File: src/rtl/ft_proto_pkg.sv
// Shared constants, state encoding and frame builder for the FT2232-style
// byte-FIFO register protocol.
package ft_proto_pkg;

   localparam logic [7:0] CMD_MAGIC   = 8'hAA;
   localparam logic [7:0] REPLY_MAGIC = 8'hAB;
   localparam int         CMD_LEN     = 8;
   localparam int         RSP_LEN     = 5;

   typedef enum logic [2:0] {
      IDLE,
      SEND,
      GAP,
      RECV,
      DONE
   } state_t;

   // Byte 0 of the command frame sits in bits [7:0], byte 7 in bits [63:56].
   function automatic logic [63:0] build_cmd_frame(input logic        write,
                                                   input logic [15:0] addr,
                                                   input logic [31:0] value);
      return {value, addr, 7'b0, write, CMD_MAGIC};
   endfunction

endpackage

File: src/rtl/ft_strobe_edge.sv
// Registered edge detector for a same-domain FIFO strobe; one sampling
// register, polarity chosen by parameter.
module ft_strobe_edge #(
   parameter logic IDLE_LEVEL  = 1'b0,
   parameter logic DETECT_RISE = 1'b1
) (
   input  logic clk,
   input  logic rst_n,
   input  logic strobe,
   output logic detected
);

   logic prev;

   // NOTE: sequential state uses non-blocking assignment so every flop
   // samples the pre-edge value, independent of block evaluation order.
   always_ff @(posedge clk or negedge rst_n) begin
      if (!rst_n) prev <= IDLE_LEVEL;
      else        prev <= strobe;
   end

   assign detected = DETECT_RISE ? (~prev & strobe) : (prev & ~strobe);

endmodule

File: src/rtl/host_cmd_master.sv
// Host-side initiator: sends one 8-byte command frame through the RX-FIFO
// handshake and collects the 5-byte reply through the TX-FIFO handshake.
module host_cmd_master
   import ft_proto_pkg::*;
#(
   parameter int TIMEOUT_CYCLES = 1024
) (
   input  logic        clk_i,
   input  logic        nreset_i,
   input  logic        cmd_valid_i,
   output logic        cmd_ready_o,
   input  logic        cmd_write_i,
   input  logic [15:0] cmd_addr_i,
   input  logic [31:0] cmd_value_i,
   output logic        rsp_valid_o,
   output logic [31:0] rsp_data_o,
   output logic        rsp_err_o,
   output logic        rsp_timeout_o,
   output logic        nrxf_o,
   output logic        ntxe_o,
   input  logic        nrd_i,
   input  logic        wr_i,
   output logic [7:0]  d_o,
   output logic        d_oe_o,
   input  logic [7:0]  d_i
);

   localparam int             TW         = $clog2(TIMEOUT_CYCLES + 1);
   localparam logic [TW-1:0]  TIMER_LAST = TW'(TIMEOUT_CYCLES - 1);

   state_t        state;
   logic [2:0]    idx;
   logic [TW-1:0] timer;
   logic [63:0]   frame;
   logic          nrd_rise;
   logic          wr_fall;
   logic          active;
   logic          expire;
   logic [2:0]    next_idx;
   logic [1:0]    data_sel;

   ft_strobe_edge #(.IDLE_LEVEL(1'b1), .DETECT_RISE(1'b1)) u_nrd_edge (
      .clk      (clk_i),
      .rst_n    (nreset_i),
      .strobe   (nrd_i),
      .detected (nrd_rise)
   );

   ft_strobe_edge #(.IDLE_LEVEL(1'b0), .DETECT_RISE(1'b0)) u_wr_edge (
      .clk      (clk_i),
      .rst_n    (nreset_i),
      .strobe   (wr_i),
      .detected (wr_fall)
   );

   assign active   = (state == SEND) || (state == GAP) || (state == RECV);
   // The counter would reach TIMEOUT_CYCLES on this edge, so abort now.
   assign expire   = active && !(nrd_rise || wr_fall) && (timer == TIMER_LAST);
   assign next_idx = idx + 3'd1;
   assign data_sel = 2'(idx - 3'd1);
   assign d_oe_o   = (state == SEND) && !nrd_i;

   always_ff @(posedge clk_i or negedge nreset_i) begin
      if (!nreset_i) begin
         state         <= IDLE;
         idx           <= '0;
         timer         <= '0;
         frame         <= '0;
         cmd_ready_o   <= 1'b1;
         nrxf_o        <= 1'b1;
         ntxe_o        <= 1'b1;
         d_o           <= '0;
         rsp_valid_o   <= 1'b0;
         rsp_data_o    <= '0;
         rsp_err_o     <= 1'b0;
         rsp_timeout_o <= 1'b0;
      end else begin
         rsp_valid_o <= 1'b0;
         if (active) timer <= (nrd_rise || wr_fall) ? '0 : timer + TW'(1);

         if (expire) begin
            state         <= DONE;
            nrxf_o        <= 1'b1;
            ntxe_o        <= 1'b1;
            rsp_valid_o   <= 1'b1;
            rsp_timeout_o <= 1'b1;
            rsp_data_o    <= '0;
         end else begin
            case (state)
               IDLE: if (cmd_valid_i && cmd_ready_o) begin
                  frame         <= build_cmd_frame(cmd_write_i, cmd_addr_i, cmd_value_i);
                  d_o           <= CMD_MAGIC;
                  idx           <= '0;
                  timer         <= '0;
                  cmd_ready_o   <= 1'b0;
                  nrxf_o        <= 1'b0;
                  rsp_data_o    <= '0;
                  rsp_err_o     <= 1'b0;
                  rsp_timeout_o <= 1'b0;
                  state         <= SEND;
               end
               SEND: if (nrd_rise) begin
                  nrxf_o <= 1'b1;
                  state  <= GAP;
               end
               GAP: if (idx == 3'(CMD_LEN - 1)) begin
                  idx    <= '0;
                  ntxe_o <= 1'b0;
                  state  <= RECV;
               end else begin
                  idx    <= next_idx;
                  d_o    <= frame[{next_idx, 3'b000} +: 8];
                  nrxf_o <= 1'b0;
                  state  <= SEND;
               end
               RECV: if (wr_fall) begin
                  if (idx == '0) rsp_err_o <= (d_i != REPLY_MAGIC);
                  else           rsp_data_o[{data_sel, 3'b000} +: 8] <= d_i;
                  if (idx == 3'(RSP_LEN - 1)) begin
                     ntxe_o      <= 1'b1;
                     rsp_valid_o <= 1'b1;
                     state       <= DONE;
                  end else begin
                     idx <= next_idx;
                  end
               end
               DONE: begin
                  cmd_ready_o <= 1'b1;
                  state       <= IDLE;
               end
               default: state <= IDLE;
            endcase
         end
      end
   end

endmodule

File: config.mk
export PLATFORM = sky130hd
export DESIGN_NAME = host_cmd_master
export DESIGN_NICKNAME = d
export VERILOG_FILES = /design/src/rtl/ft_proto_pkg.sv /design/src/rtl/ft_strobe_edge.sv /design/src/rtl/host_cmd_master.sv
export SDC_FILE = /design/constraint.sdc
export NUM_CORES = 1
export LEC_CHECK = 0
export ABC_CLOCK_PERIOD_IN_PS = 3070
export CORE_MARGIN = 3
export CORE_UTILIZATION = 53
export CTS_BUF_LIST = sky130_fd_sc_hd__clkbuf_4 sky130_fd_sc_hd__clkbuf_8
export CTS_CLUSTER_SIZE = 24
export DETAILED_ROUTE_END_ITERATION = 10
export GPL_TIMING_DRIVEN = 0
export HOLD_SLACK_MARGIN = 0.1
export PLACE_DENSITY = 0.9
export SYNTH_ARGS = -nofsm -noshare
export SYNTH_HDL_FRONTEND = slang
export SYNTH_SLANG_ARGS = --single-unit
File: constraint.sdc
create_clock -name clk_i -period 3.07 [get_ports clk_i]
set_clock_uncertainty 0.2 [all_clocks]
set_input_delay 0.7675 -clock clk_i [delete_from_list [all_inputs] [get_ports clk_i]]
set_output_delay 0.7675 -clock clk_i [all_outputs]
set_load 0.02 [all_outputs]
# Word-level counts from Yosys, hierarchy flattened
# Index checks and enable logic that the tools add are counted.
# totals
wordCells,122
input_bits,62
ff_bits,118
out_inout_bits,47
# op_classes
addsub,4
n_eq_ne,20
shift,3
bitwise_logic,5
n_reduce_logical,30
n_mux,46
# op_table
op,n
32-bit two-way mux,4
32-bit one-hot mux with 2 select lines,1
64-bit by 7-bit indexed part select with 8-bit output,1
11-bit two-way mux,5
32-bit bitwise mux,1
8-bit by 7-bit variable shift with 32-bit output (first input constant),1
8-bit by 7-bit indexed part select with 32-bit output,1
3-bit two-way mux,9
4-bit AND reduction,5
1-bit two-way mux,16
8-bit two-way mux,2
8-bit one-hot mux with 2 select lines,1
3-bit inequality test (second input constant),5
3-bit one-hot mux with 4 select lines,1
11-bit by 1-bit adder with 11-bit output (second input constant),1
11-bit by 10-bit equality test with 1-bit output (second input constant),1
5-bit AND reduction,2
2-bit nonzero test,5
3-bit equality test (second input constant),3
3-bit one-hot mux with 3 select lines,1
3-bit nonzero test,3
2-bit inequality test (second input constant),4
8-bit inequality test (second input constant),1
5-bit negation with 7-bit output,1
other kinds (18),33

# Depth between registers and ports, before layout
# Gate-level depths: netlist of the first run.
# logic_depth
depth_word,8
depth_mapped,10
ltp_nobuf,7

# By module
# From an unflattened synthesis of the first run, not the netlist that was laid out.
# unflattened
hier_cells,540
hier_area_um2,5361.4
# modules_own_cells
mod,seq_area_each_um2,cells_per_inst,area_each_um2,instances
host_cmd_master,2831.5,536,5282.6,1
ft_strobe_edge at u_nrd_edge,26.3,2,40.0,1
ft_strobe_edge at u_wr_edge,25.0,2,38.8,1

# Worst setup path before layout of the first run
# Ideal clock, no wire load.
# synth_path
path_type,flip-flop to flip-flop
start,reg idx[0]
end,reg rsp_data_o[14]
n_path_buf,2
required_ns,2.794
path_slack_ns,0.510
setup_ns,0.076
period_less_slack_ns,2.560
arrival_ns,2.283
stages_incl_launch_ff,10
path_cell_list,dfrtp_1 -> buf_2 -> inv_1 -> ha_1 -> buf_4 -> nor2b_1 -> nand2_1 -> nor3_1 -> nand4_1 -> o21ai_1
# synth_via
elab_chain_len,8
elab_cells_between_ends,12
classes_between,add/sub (2); eq/ne (1); shift (2); mux (5); reduce/logical (2)
# synth_lines
element,line_no,rtl
start: declaration,host_cmd_master.sv:32,logic [2:0] idx;
start signal: assignment,host_cmd_master.sv:111,idx <= next_idx;
start signal: assignment,host_cmd_master.sv:124,idx <= next_idx;
2-bit by 1-bit subtractor with 2-bit output,host_cmd_master.sv:60,assign data_sel = 2'(idx - 3'd1);
5-bit negation with 7-bit output,host_cmd_master.sv:118,"else rsp_data_o[{data_sel, 3'b000} +: 8] <= d_i;"
8-bit by 7-bit indexed part select with 32-bit output / 8-bit by 7-bit variable shift with 32-bit output (equally long branches),host_cmd_master.sv:118,
32-bit bitwise mux,host_cmd_master.sv:118,
32-bit two-way mux,host_cmd_master.sv:117,if (idx == '0) rsp_err_o <= (d_i != REPLY_MAGIC);
32-bit two-way mux,host_cmd_master.sv:116,RECV: if (wr_fall) begin
32-bit one-hot mux with 2 select lines,host_cmd_master.sv:89,case (state)
32-bit two-way mux,host_cmd_master.sv:81,if (expire) begin
end signal: indexed assignment,host_cmd_master.sv:118,
end: declaration,host_cmd_master.sv:16,"output logic [31:0] rsp_data_o,"
# Parallel ways exist; a longest one is shown, timed or not. The select of a mux whose other input is x is not followed.
# A chain may end at the register's enable or synchronous reset.

# Worst setup path after layout of the first run
# layout_path
start,in nrd_i
end,out d_oe_o
# layout_via
elab_chain_len,2
# layout_lines
element,line_no,rtl
start: declaration,host_cmd_master.sv:21,"input logic nrd_i,"
1-bit zero test,host_cmd_master.sv:61,assign d_oe_o = (state == SEND) && !nrd_i;
1-bit logical AND,host_cmd_master.sv:61,
end: declaration,host_cmd_master.sv:24,"output logic d_oe_o,"
# Every way passes these cells.

==> results.md, run 1 <==
* Final non-filler cell area at 7130 sq um
* Final hold vios at 0
* Critical Path Fanout Max at 4
* ANT cells at 0
* Cell Pwr Density at between 400 and 500 nW/um^2
* Crit path DAT at 2.03 ns
* Die Y at 107 um
* R2r endpoint: d_o[0]$_DFFE_PN0P_
* Vias at 4,995
* Leak at 0.00330 uW
* Final setup viols at 0
* Nets at a little under 800
* Grt ovf at 0
* Worst Setup End Kind: primary output
* R2r setup slk at 0.21 ns
* Die ar. at 11,500 sq um
* Clock root buffer: clkbuf_8
* Yosys Warn Count at 0
* I/O Pins at 109
* CP Class: input port to primary output
* Die Wd at between 100 and 150 um
* Number of DRC markers in iteration 0 at 516
* Htree depth at 4
* Count leader, synth: nand2_1
* First-pass DRT Iterations at 5
* RSZ-0062 raised after global routing: false
* Slew Limit Headroom at between 50 and 60%
* Most instantiated cells after synthesis: nand2_1, dfrtp_1, o21ai_0
* GRT Total Usage at 27.0%
* IO Port Bufs at 108
* Top cells by area, synth: dfrtp_1, nand2_1, o21ai_0
* Final slew viol count at 0
* Status: complete, no violations
* Synth Area per Inst at 9.17 sq um
* DP HPWL at 10.8 mm
* Clock transition at path regs at ~0.070 ns
* Num rows at 36
* TritonCTS Sinks at between 100 and 150
* Critical path startpoint category: input port
* Final Util at 72.3%
* Post-CTS setup buffers at 0
* Yosys cell types at between 50 and 60
* WL/cell at 17.2 um
* CTS tree: yes
* Initial antenna violation count at 0
* Drt drc at 0
* Clock Path Buffers at 2
* Share of layout cells above drive strength 1 at 10.7%
* FMAX at 0.334 GHz
* Initial core utilization at 55.2%
* Final Cycle Share at between 90% and 100%
* Number of global-route vias before repair at 5,032
* Syn_nets at roughly 660
* Reg2reg path depth at 10
* Post-Route WL at around 15 mm
* Post-synthesis sequential area ratio at 52.9%
* Peak supply drop at roughly 240 uV
* Worst EP required at 2.10 ns
* Vias per cell at ~5.8
* # fillers at 659
* Max_cap viols at 0
* Min Tclk post-route at 3.00 ns
* R2R Path Start: idx[0]$_DFFE_PN0P_
* Yosys top cell area share at 51.0%
* First-pass GRT wire length at ~24 mm
* Worst slew pin tran at ~0.63 ns
* Largest net degree at the start of global routing at 73
* Synthesized instance count at 594
* Layout area overhead at 30.8%
* Core ar. at 9860 sq um
* RePlAce Congestion at 0.870
* Placed Area at 6720 sq um
* Synth Register Bits at 115
* Final antenna-violating net count at 0
* CTS buffer count at 17
* Asr flop ratio synth at 100%
* Post-Syn Area at 5450 sq um
* Skew-Pair Late Insertion Delay at 0.44 ns
* Dominant synthesized flop cell: dfrtp_1
* Hold Crit Class: input port to async pin
* Post-synth EDFFs at 0
* Largest area contributor in the netlist: dfrtp_1
-- repair_timing --
action	4_1_cts	5_1_grt
resized for setup	3	8
setup endpoints to repair	17	25
hold buffers	0	0
-- cell usage in the layout (no fill, tap or decap), types with 4 or more instances in the layout --
cell type,instances
nand4_1,20
clkbuf_8,24
mux4_2,8
dfrtp_1,111
a31oi_1,8
inv_1,6
a22oi_1,7
clkbuf_1,20
a21oi_1,21
buf_2,6
o21ai_1,5
clkbuf_4,5
nor2_1,22
clkdlybuf4s50_1,106
nor3_1,4
o21ai_0,43
mux2_2,6
nand3_1,21
nand2b_1,8
nand2_1,210
clkinv_2,4
dfstp_2,4
ha_1,7
mux2i_1,4
-- through the flow --
stage	hold WS, ns	setup WS, ns	power [uW]	TNS [ns]	instances
after floorplan	0.240	0.510	1560	0	594
after detailed placement	0.261	-0.252	1680	-1.96	836
final	0.123	0.0734	2980	0	868
after global placement	0.254	-3.05	1670	-345.85	835
after CTS	0.134	0.0101	2990	0	868
after global routing	0.146	0.0432	3070	0	868
-- worst max-delay path: stages --
cell             delay [ns]
clkdlybuf4s50_1        0.49
nor4b_1                0.38
dlygate4sd2_1          0.40
-- how the worst max path moves through the flow --
stage | start | to | slack, ns | cells past startpoint
2_1_floorplan | idx[0]$_DFFE_PN0P_ | rsp_data_o[14]$_DFFE_PN0P_ | 0.51 | 9
3_3_place_gp | nreset_i | frame[59]$_DFFE_PN0P_ | -3.05 | 1
3_5_place_dp | idx[0]$_DFFE_PN0P_ | rsp_data_o[15]$_DFFE_PN0P_ | -0.25 | 9
4_1_cts | idx[0]$_DFFE_PN0P_ | rsp_data_o[15]$_DFFE_PN0P_ | 0.01 | 9
5_1_grt | nrd_i | d_oe_o | 0.04 | 3
6_report | nrd_i | d_oe_o | 0.07 | 3
-- layout make-up --
cell class                 instances  area [sq um]  area share, %
tap                              133           166           2.33
sequential                       115          2880           40.4
buffer                            32           153           2.14
clock buffer                      28           360           5.06
inverter                           6          22.5          0.316
clock inverter                     4          20.0          0.281
multi-input combinational        441          2420           33.9
timing repair buffer             109          1100           15.5
-- sequential cells by signal (all words and copies together) (netlist names) --
signal           cells
cmd_ready_o          1
d_o                  8
frame               50
idx                  3
nrxf_o               1
ntxe_o               1
rsp_data_o          32
rsp_err_o            1
rsp_timeout_o        1
rsp_valid_o          1
state                3
timer               11
u_nrd_edge.prev      1
u_wr_edge.prev       1
-- metal layers --
metal / vias up / share of wire [%] / GRT usage [%]
li1: 2297 / - / -
met1: 2366 / 39 / 34.4
met2: 283 / 50 / 44.6
met3: 49 / 8.4 / 6.30
met4: 0 / 2.8 / 11.0
met5: - / 0 / 0
-- kinds of logic (layout without fill, tap and decap cells) --
kind of cell | after synthesis | after routing | share of synthesized area [%]
mux | 18 | 18 | 5.28
buf+inv | 38 | 179 | 3.12
compound gates | 99 | 99 | 10.5
fa+ha+maj | 7 | 7 | 1.61
flops | 115 | 115 | 52.9
simple gates | 317 | 317 | 26.6
-- report_power, final --
part           leakage, uW  switching [uW]  internal [uW]  total [uW]
clock             0.000207             587            740        1330
combinational      0.00152            57.8           75.3         133
sequential         0.00158           0.885           1520        1520
No activity file was read; power rests on OpenSTA's default activity.
==> run 2, diff against run 1 <==
CORE_MARGIN = 1   (was 3)
==> results.md, run 2 (same netlist as run 1, synthesis figures left out) <==
* Status: complete, no violations
* Max stage delay on crit path at 0.47 ns (-0.02 ns)
* Worst hold slack at 0.114 ns (-0.00900 ns)
* RSZ-0062 raised after global routing: false
* Vias at 4,995 (unchanged)
* Post-Route WL at 14.4 mm (-3.2%)
* Initial antenna violation count at 0 (unchanged)
* Drt drc at 0 (unchanged)
* Min Tclk post-route at 2.94 ns (-0.0605 ns)
* Die Wd at 103 um (-3.7%)
* CTS tree: yes
* First-pass GRT wire length at 22.8 mm (-6.1%)
* Final Cycle Share at 95.6% (-2.0 points)
* RePlAce Congestion at 0.882 (+1.4%)
* Final Util at 72.1% (-0.15 points)
* First-pass DRT Iterations at 5 (unchanged)
* Leak at 0.00329 uW (-0.23%)
* Largest net degree at the start of global routing at 75 (+2.7%)
* Most common cell after layout, fill and taps aside: nand2_1
* Peak supply drop at 289 uV (+21%)
* WL/cell at 16.6 um (-3.1%)
* Final slew viol count at 0 (unchanged)
* Core ar. at 9860 sq um (unchanged)
* Number of DRC markers in iteration 0 at 280 (-46%)
* Num rows at 36 (unchanged)
* Final hold vios at 0 (unchanged)
* Die Y at 103 um (-3.7%)
* I/O Pins at 109 (unchanged)
* Skew-Pair Late Insertion Delay at 0.44 ns (about the same)
* Number of buffers and inverters on the critical path at 2 (unchanged)
* Critical path startpoint category: input port
* # fillers at 689 (+4.6%)
* Share of layout cells above drive strength 1 at 10.5% (-0.26 points)
* R2r setup slk at 0.18 ns (-0.03 ns)
* Crit-path cells: clkdlybuf4s50_1 > nor4b_1 > dlygate4sd2_1
* Biggest regs: frame x50, rsp_data_o x32, timer x11
* Max_cap viols at 0 (unchanged)
* CP Class: input port to primary output
* Delay-heaviest family, CP: buffers and inverters
* Clock root buffer: clkbuf_8
* Final antenna-violating net count at 0 (unchanged)
* Number of global-route vias before repair at 4,853 (-3.6%)
* IO Port Bufs at 108 (unchanged)
* Post-CTS setup buffers at 0 (unchanged)
* Vias per cell at 5.76 (+0.12%)
* Slowest CP cell: clkdlybuf4s50_1
* Grt ovf at 0 (unchanged)
* DP HPWL at 10.5 mm (-3.2%)
* Hold Crit Class: input port to async pin
* Final non-filler cell area at 7110 sq um (-0.21%)
* CTS buffer count at 17 (unchanged)
* Htree depth at 4 (unchanged)
* FMAX at 0.341 GHz (+2.1%)
* GRT Total Usage at 28.7% (+1.7 points)
* Layout area overhead at 30.5%
* Worst Setup End Kind: primary output
* Most frequent cells in the layout: nand2_1, dfrtp_1, clkdlybuf4s50_1
* Final setup viols at 0 (unchanged)
* Clock Path Buffers at 2 (unchanged)
* Die ar. at 10,700 sq um (-7.3%)
* ANT cells at 0 (unchanged)
* Initial core utilization at 55.2% (unchanged)
* Clock transition at path regs at 0.07 ns (about the same)
* Crit path DAT at 1.97 ns (-0.06 ns)
* Worst slew pin tran at 0.674 ns (+0.0471 ns)
* Max reg flops at 50 (unchanged)
* Cell Pwr Density at 419 nW/um^2 (+0.25%)
* Nets at 790 (-0.13%)
* Placed Area at 6720 sq um (unchanged)
* Critical Path Fanout Max at 4 (unchanged)
* Worst EP required at 2.10 ns (about the same)
* Biggest register: frame
* Slew Limit Headroom at 54.8% (-3.2 points)
* TritonCTS Sinks at 115 (unchanged)
[run 2: final cells by class]
type,count,area [sq um],area share (%)
Timing Repair Buffer,109,1100,15.5
Clock inverter,6,55.1,0.774
Buffer,31,145,2.04
Sequential cell,115,2880,40.5
Tap cell,133,166,2.34
Multi-Input combinational cell,441,2420,34.0
Clock buffer,26,320,4.50
Inverter,6,22.5,0.317
[run 2: layer usage]
metal / global-route usage [%] / share of wire, % / up-vias
li1: - / - / 2296
met1: 35.0 / 39 / 2392
met2: 48.1 / 50 / 270
met3: 6.99 / 8.3 / 37
met4: 13.7 / 2.6 / 0
met5: 0 / 0 / -
[run 2: report_power, final]
part	internal (uW)	switching (uW)
clock network	750	578
logic	75.3	57.0
registers	1520	1.12
[run 2: timing repair]
item,4_1_cts,5_1_grt
endpoints found under the setup margin,17,20
hold endpoints to repair,0,0
gates resized for setup,3,4
hold buffers,0,0
gates cloned,0,0
[run 2: path summary, 6_finish.rpt]
check / endpoint / depth (start not counted) / from
setup reg to reg: rsp_data_o[1]$_DFFE_PN0P_ / 9 / idx[0]$_DFFE_PN0P_
min in group clk_i: frame[51]$_DFFE_PN0P_ / 2 / frame[51]$_DFFE_PN0P_
hold reg to reg: frame[51]$_DFFE_PN0P_ / 2 / frame[51]$_DFFE_PN0P_
hold / removal: timer[3]$_DFF_PN0_ / 1 / nreset_i
setup / recovery: d_oe_o / 3 / nrd_i
max in group asynchronous: nrxf_o$_DFFE_PN1P_ / 2 / nreset_i
[run 2: stage by stage]
stage,total power [uW],setup slack [ns],setup TNS (ns),instances
after CTS,2980,0.0294,0,867
after global placement,1670,-3.10,-350.97,835
after floorplan,1560,0.510,0,594
after detailed placement,1680,-0.226,-2.00,836
after global routing,3060,0.00947,0,867
final,2980,0.134,0,867
